### src/rtl/rv32i_multicycle_controller.sv
// Control FSM for the multicycle RV32I core: sequences the shared ALU, unified
// memory port and datapath registers, stretching memory states on mem_ready.
module rv32i_multicycle_controller (
    input  logic       clk,
    input  logic       reset,
    input  logic [6:0] opcode,
    input  logic       Zero,
    input  logic       mem_ready,
    output logic       PCWrite,
    output logic       AdrSrc,
    output logic       MemWrite,
    output logic       IRWrite,
    output logic [1:0] ResultSrc,
    output logic [1:0] ALUSrcA,
    output logic [1:0] ALUSrcB,
    output logic [2:0] ImmSrc,
    output logic [1:0] ALUOp,
    output logic       RegWrite,
    output logic       illegal,
    output logic [3:0] state
);

    typedef enum logic [3:0] {
        FETCH    = 4'd0,
        DECODE   = 4'd1,
        MEMADR   = 4'd2,
        MEMREAD  = 4'd3,
        MEMWB    = 4'd4,
        MEMWRITE = 4'd5,
        EXECR    = 4'd6,
        ALUWB    = 4'd7,
        EXECI    = 4'd8,
        JAL      = 4'd9,
        BEQ      = 4'd10,
        JALR     = 4'd11,
        JALRLINK = 4'd12,
        LUI      = 4'd13,
        ILLEGAL  = 4'd14
    } state_t;

    localparam logic [6:0] OP_LW    = 7'b0000011;
    localparam logic [6:0] OP_SW    = 7'b0100011;
    localparam logic [6:0] OP_R     = 7'b0110011;
    localparam logic [6:0] OP_I     = 7'b0010011;
    localparam logic [6:0] OP_BEQ   = 7'b1100011;
    localparam logic [6:0] OP_JAL   = 7'b1101111;
    localparam logic [6:0] OP_JALR  = 7'b1100111;
    localparam logic [6:0] OP_LUI   = 7'b0110111;
    localparam logic [6:0] OP_AUIPC = 7'b0010111;

    state_t state_q, state_d;
    logic   illegal_q;
    logic   pcUpdate, branch, irWriteRaw, regWriteRaw, memWriteRaw;

    always_comb begin
        state_d = state_q;
        case (state_q)
            FETCH:    state_d = mem_ready ? DECODE : FETCH;
            DECODE: begin
                case (opcode)
                    OP_LW, OP_SW: state_d = MEMADR;
                    OP_R:         state_d = EXECR;
                    OP_I:         state_d = EXECI;
                    OP_BEQ:       state_d = BEQ;
                    OP_JAL:       state_d = JAL;
                    OP_JALR:      state_d = JALR;
                    OP_LUI:       state_d = LUI;
                    OP_AUIPC:     state_d = ALUWB;
                    default:      state_d = ILLEGAL;
                endcase
            end
            MEMADR:   state_d = (opcode == OP_LW) ? MEMREAD : MEMWRITE;
            MEMREAD:  state_d = mem_ready ? MEMWB : MEMREAD;
            MEMWB:    state_d = FETCH;
            MEMWRITE: state_d = mem_ready ? FETCH : MEMWRITE;
            EXECR:    state_d = ALUWB;
            EXECI:    state_d = ALUWB;
            ALUWB:    state_d = FETCH;
            JAL:      state_d = ALUWB;
            BEQ:      state_d = FETCH;
            JALR:     state_d = JALRLINK;
            JALRLINK: state_d = ALUWB;
            LUI:      state_d = FETCH;
            ILLEGAL:  state_d = ILLEGAL;
            default:  state_d = FETCH;
        endcase
    end

    // The illegal flag is raised on the same edge that enters ILLEGAL and only reset clears it.
    always_ff @(posedge clk) begin
        if (reset) begin
            state_q   <= FETCH;
            illegal_q <= 1'b0;
        end else begin
            state_q <= state_d;
            if (state_d == ILLEGAL) illegal_q <= 1'b1;
        end
    end

    always_comb begin
        case (opcode)
            OP_SW:            ImmSrc = 3'b001;
            OP_BEQ:           ImmSrc = 3'b010;
            OP_JAL:           ImmSrc = 3'b011;
            OP_LUI, OP_AUIPC: ImmSrc = 3'b100;
            default:          ImmSrc = 3'b000;
        endcase
    end

    always_comb begin
        AdrSrc      = 1'b0;
        ResultSrc   = 2'b00;
        ALUSrcA     = 2'b00;
        ALUSrcB     = 2'b00;
        ALUOp       = 2'b00;
        pcUpdate    = 1'b0;
        branch      = 1'b0;
        irWriteRaw  = 1'b0;
        regWriteRaw = 1'b0;
        memWriteRaw = 1'b0;
        case (state_q)
            FETCH: begin
                ALUSrcB    = 2'b10;
                ResultSrc  = 2'b10;
                irWriteRaw = mem_ready;
                pcUpdate   = mem_ready;
            end
            DECODE: begin
                ALUSrcA = 2'b01;
                ALUSrcB = 2'b01;
            end
            MEMADR: begin
                ALUSrcA = 2'b10;
                ALUSrcB = 2'b01;
            end
            MEMREAD:  AdrSrc = 1'b1;
            MEMWB: begin
                ResultSrc   = 2'b01;
                regWriteRaw = 1'b1;
            end
            MEMWRITE: begin
                AdrSrc      = 1'b1;
                memWriteRaw = 1'b1;
            end
            EXECR: begin
                ALUSrcA = 2'b10;
                ALUOp   = 2'b10;
            end
            EXECI: begin
                ALUSrcA = 2'b10;
                ALUSrcB = 2'b01;
                ALUOp   = 2'b10;
            end
            ALUWB:    regWriteRaw = 1'b1;
            // PC loads the target already in ALUOut while the ALU forms the link OldPC+4.
            JAL: begin
                ALUSrcA  = 2'b01;
                ALUSrcB  = 2'b10;
                pcUpdate = 1'b1;
            end
            BEQ: begin
                ALUSrcA = 2'b10;
                ALUOp   = 2'b01;
                branch  = 1'b1;
            end
            JALR: begin
                ALUSrcA   = 2'b10;
                ALUSrcB   = 2'b01;
                ResultSrc = 2'b10;
                pcUpdate  = 1'b1;
            end
            JALRLINK: begin
                ALUSrcA = 2'b01;
                ALUSrcB = 2'b10;
            end
            LUI: begin
                ResultSrc   = 2'b11;
                regWriteRaw = 1'b1;
            end
            default: ;
        endcase
    end

    // Reset aborts whatever is in flight, so no strobe may fire during a reset cycle.
    assign PCWrite  = ~reset & ((branch & Zero) | pcUpdate);
    assign IRWrite  = ~reset & irWriteRaw;
    assign RegWrite = ~reset & regWriteRaw;
    assign MemWrite = ~reset & memWriteRaw;
    assign illegal  = illegal_q;
    assign state    = state_q;

endmodule
### config.mk
export PLATFORM = sky130hd
export DESIGN_NAME = rv32i_multicycle_controller
export DESIGN_NICKNAME = d
export VERILOG_FILES = /design/src/rtl/rv32i_multicycle_controller.sv
export SDC_FILE = /design/constraint.sdc
export NUM_CORES = 1
export LEC_CHECK = 0
export BUFFER_PORTS_ARGS = -buffer_cell sky130_fd_sc_hd__clkbuf_2
export CAP_MARGIN = 40
export CELL_PAD_IN_SITES_DETAIL_PLACEMENT = 2
export CELL_PAD_IN_SITES_GLOBAL_PLACEMENT = 2
export CORE_MARGIN = 1
export CORE_UTILIZATION = 25
export DETAILED_ROUTE_END_ITERATION = 10
export HOLD_SLACK_MARGIN = 0.1
export PLACE_DENSITY_LB_ADDON = 0.1
export SETUP_SLACK_MARGIN = 0.15
export SYNTH_ARGS = -nofsm -noshare
export SYNTH_HDL_FRONTEND = slang
export SYNTH_SLANG_ARGS = --single-unit
export TNS_END_PERCENT = 20
### constraint.sdc
create_clock -name clk -period 1.8 [get_ports clk]
set_input_delay 0.36 -clock clk [delete_from_list [all_inputs] [get_ports clk]]
set_output_delay 0.36 -clock clk [all_outputs]
set_load 0.03 [all_outputs]
==> metrics.md <==
| Metric | Value |
|---|---|
| Fillers | `348` |
| Routed WL per cell | `around 19 um` |
| Drt pass-1 iters | `3` |
| Syn Nets | `around 120` |
| Worst endpoint data arrival time | `~1.5 ns` |
| Final hold vios | `0` |
| Pleak | `0.627 nW` |
| Ys async rst share | `0%` |
| Vias per cell | `between 5 and 6` |
| CTS clk-pin slew, worst paths | `~0.05 ns` |
| Top post-synthesis cells by area | `dfxtp_1, buf_6, nand2_1` |
| Full die area | `roughly 0.0035 sq mm` |
| Placed Cells | `between 150 and 200` |
| Worst path max stage delay | `roughly 0.40 ns` |
| Synthesized cell area | `between 800 and 900 sq um` |
| Ys flop type | `dfxtp_1` |
| Boundary Pins | `32` |
| Reg2Reg Depth | `6` |
| Initial Utilization | `between 20% and 30%` |
| Crit. End Element | `primary output` |
| CTS Root Cell | `clkbuf_4` |
| PnR worst setup slack | `-0.0647 ns` |
| Setup-failing EPs final | `4` |
| Hold_buf cts | `0` |
| Startpoint Class | `register` |
| Port Buffers | `31` |
| Post-Synthesis Cells | `~110` |
| Largest delay share family, worst path | `simple AND/OR/NAND/NOR gates` |
| Pwr Density | `approximately 1800 mW/mm^2` |
| Synth Register Bits | `5` |
| Clk pwr share | `5.5%` |
| Status | `finished, violations left` |
| Register area share after synthesis | `roughly 12%` |
| Worst Skew | `between 0.0015 and 0.002 ns` |
| Iter 0 DRT Violations | `7` |
| Vias | `~1100` |
| Largest area contributor in the netlist | `dfxtp_1` |
| Final Cycle Share | `104%` |
| Required time worst endpoint | `~1.4 ns` |
| Drt total wl | `3920 um` |
| Initial antenna violation count | `0` |
| Comb power frac | `85.0%` |
| Final ANT Viol Nets | `0` |
| Non-filler cells, final | `209` |
| Net Switching | `about 0.0013 W` |
| Clk buf depth | `2` |
| Die height | `roughly 59 um` |
| Power Internal | `approximately 0.0013 W` |
| CTS Sinks | `5` |
| Worst hold slack | `about 0.43 ns` |
| Crit-path cells | `nor2b_4, or3_4, and3b_1, clkbuf_8` |
| Critical R2R Capture | `illegal` |
| Worst Hold Class | `in -> reg` |
| Synth cell types | `45` |
| Clock Latency Late Sink | `0.26 ns` |
| DRC violations left | `0` |
| Slew HR | `approximately 76%` |
| Worst path slowest cell | `or3_4` |
| Violated checks | `setup timing` |
| Syn_area_per_cell | `a little over 7 sq um` |
| CORE AREA | `0.00308 sq mm` |
| CP startpoint | `state[0]` |
| GRT Total Usage | `between 20% and 30%` |
| Sequential power share | `a little under a tenth` |
| Critical setup path kind | `reg -> out` |
| FP Rows | `20` |
| TritonCTS clock tree | `done` |
| Fin crit period | `roughly 1.9 ns` |
| Synth warn | `0` |
| RD Place Congestion | `roughly 0.76` |
| Unrepaired setup endpoints after global routing | `yes` |
| Final nets | `~180` |
| Maximum vdd drop | `approximately 570 uV` |
| Worst-margin pin slew | `between 0.3 and 0.4 ns` |
| R2r setup slk | `roughly 0.040 ns` |
| Crit path max fanout | `5` |
| Die W | `59.3 um` |
| Share of the synthesized area in the top cell type | `12.2%` |
| Critical Path Sink | `ALUSrcB[0]` |
| Worst r2r src | `state[0]` |
| Fmax | `between 0.5 and 0.6 GHz` |
| TritonCTS Buffers | `3` |
| Synth top cells by count | `nand2_1, nor2_1, buf_6` |
| Sw Share | `50.4%` |
| CP Depth | `4` |
| DP Worst Slack | `roughly 0.017 ns` |
| Min-delay src | `reset` |
| EDFF count, synth | `0` |
| Fin Setup TNS | `-0.124 ns` |
| Synth-to-Final Area Change | `84.5%` |
| DP HPWL | `roughly 2200 um` |
| First-pass GRT wire length | `between 5000 and 6000 um` |
| Layout cell share with drive strength beyond 1 | `between 60% and 70%` |
| Max Slew Vio Count | `0` |
| Vias in the first global route | `~1100` |
| H-tree depth | `1` |
| Max-cap violation count | `0` |
| Largest net degree at the start of global routing | `13` |
| N_diodes | `0` |
| GRT overflow | `0` |
| Buf/Inv on CP | `1` |
## sequential cells by signal, indices dropped and copies added (netlist names)
| register | count |
|---|---|
| state | 4 |
| illegal | 1 |
## worst min path at each step
stage,end,slack (ns),cells after the start
2_1_floorplan,state[0],0.43,1
3_3_place_gp,illegal,0.45,2
3_5_place_dp,illegal,0.46,2
4_1_cts,state[0],0.41,2
5_1_grt,state[0],0.45,2
6_report,state[0],0.43,2
## cells in the final DEF, fill, tap and decap left out, types with 3 or more instances in the layout
| cell | synthesis | layout |
|---|---|---|
| a21oi_1 | 6 | 3 |
| buf_4 | 0 | 26 |
| buf_6 | 7 | 3 |
| buf_8 | 0 | 5 |
| clkbuf_2 | 0 | 14 |
| clkbuf_4 | 0 | 4 |
| clkbuf_8 | 0 | 6 |
| dfxtp_4 | 0 | 4 |
| inv_1 | 3 | 3 |
| nand2_1 | 12 | 9 |
| nand2_2 | 0 | 3 |
| nand2b_1 | 6 | 3 |
| nand3_1 | 3 | 3 |
| nor2_1 | 12 | 9 |
| nor2_4 | 1 | 4 |
| o21ai_0 | 6 | 6 |
## power by group through the flow
stage               registers [W]  logic (W)  clock network [W]
floorplan                0.000258    0.00114                  0
global route             0.000261    0.00241           0.000159
CTS                      0.000243    0.00201           0.000142
detailed placement       0.000263    0.00149                  0
finish                   0.000253    0.00227           0.000147
global placement         0.000259    0.00145                  0
## worst reg2reg max path, delay by kind of cell, from the launching register on
kind	cells	cell delay [ns]
flops	1	0.37
buf+inv	2	0.26
compound gates	4	1.04
## metal layers
layer | GRT usage, % | wire length [um] | up-vias
met5 | 0 | 0 | -
li1 | - | - | 515
met1 | 26.9 | 1530 | 524
met2 | 40.1 | 2120 | 31
met4 | 8.16 | 141 | 0
met3 | 4.80 | 128 | 12
## area by class of cell
cell class | count | area [sq um] | area share [%]
Multi-Input combinational cell | 95 | 813 | 53.6
Timing Repair Buffer | 58 | 494 | 32.6
Sequential cell | 5 | 115 | 7.59
Tap cell | 44 | 55.1 | 3.63
Clock buffer | 3 | 22.5 | 1.49
Inverter | 3 | 11.3 | 0.743
Clock inverter | 1 | 5.00 | 0.330
## cell families (layout without fill, tap and decap cells)
family / count (synthesis) / after routing / share of synthesized area [%]
AO/OA/AOI/OAI: 30 / 30 / 24.8
XOR/XNOR: 4 / 4 / 4.26
buffers and inverters: 13 / 65 / 12.9
flip-flops: 5 / 5 / 12.2
multiplexers: 1 / 1 / 1.22
AND/OR/NAND/NOR: 60 / 60 / 44.6
## metrics by stage
step	power [W]	area (sq um)	utilization (%)
after detailed placement	0.00176	1130	36.7
after global placement	0.00171	1130	36.7
after CTS	0.00240	1430	46.3
after floorplan	0.00139	913	-
final	0.00267	1520	49.3
after global routing	0.00283	1520	49.3
## repair_timing
action                     4_1_cts  5_1_grt
setup endpoints to repair       15       20
buffers inserted                10        3
pin swaps                        5        9
gates cloned                     0        0
gates resized for setup         44       26
Note: power is estimated with default switching activity, not from simulation.
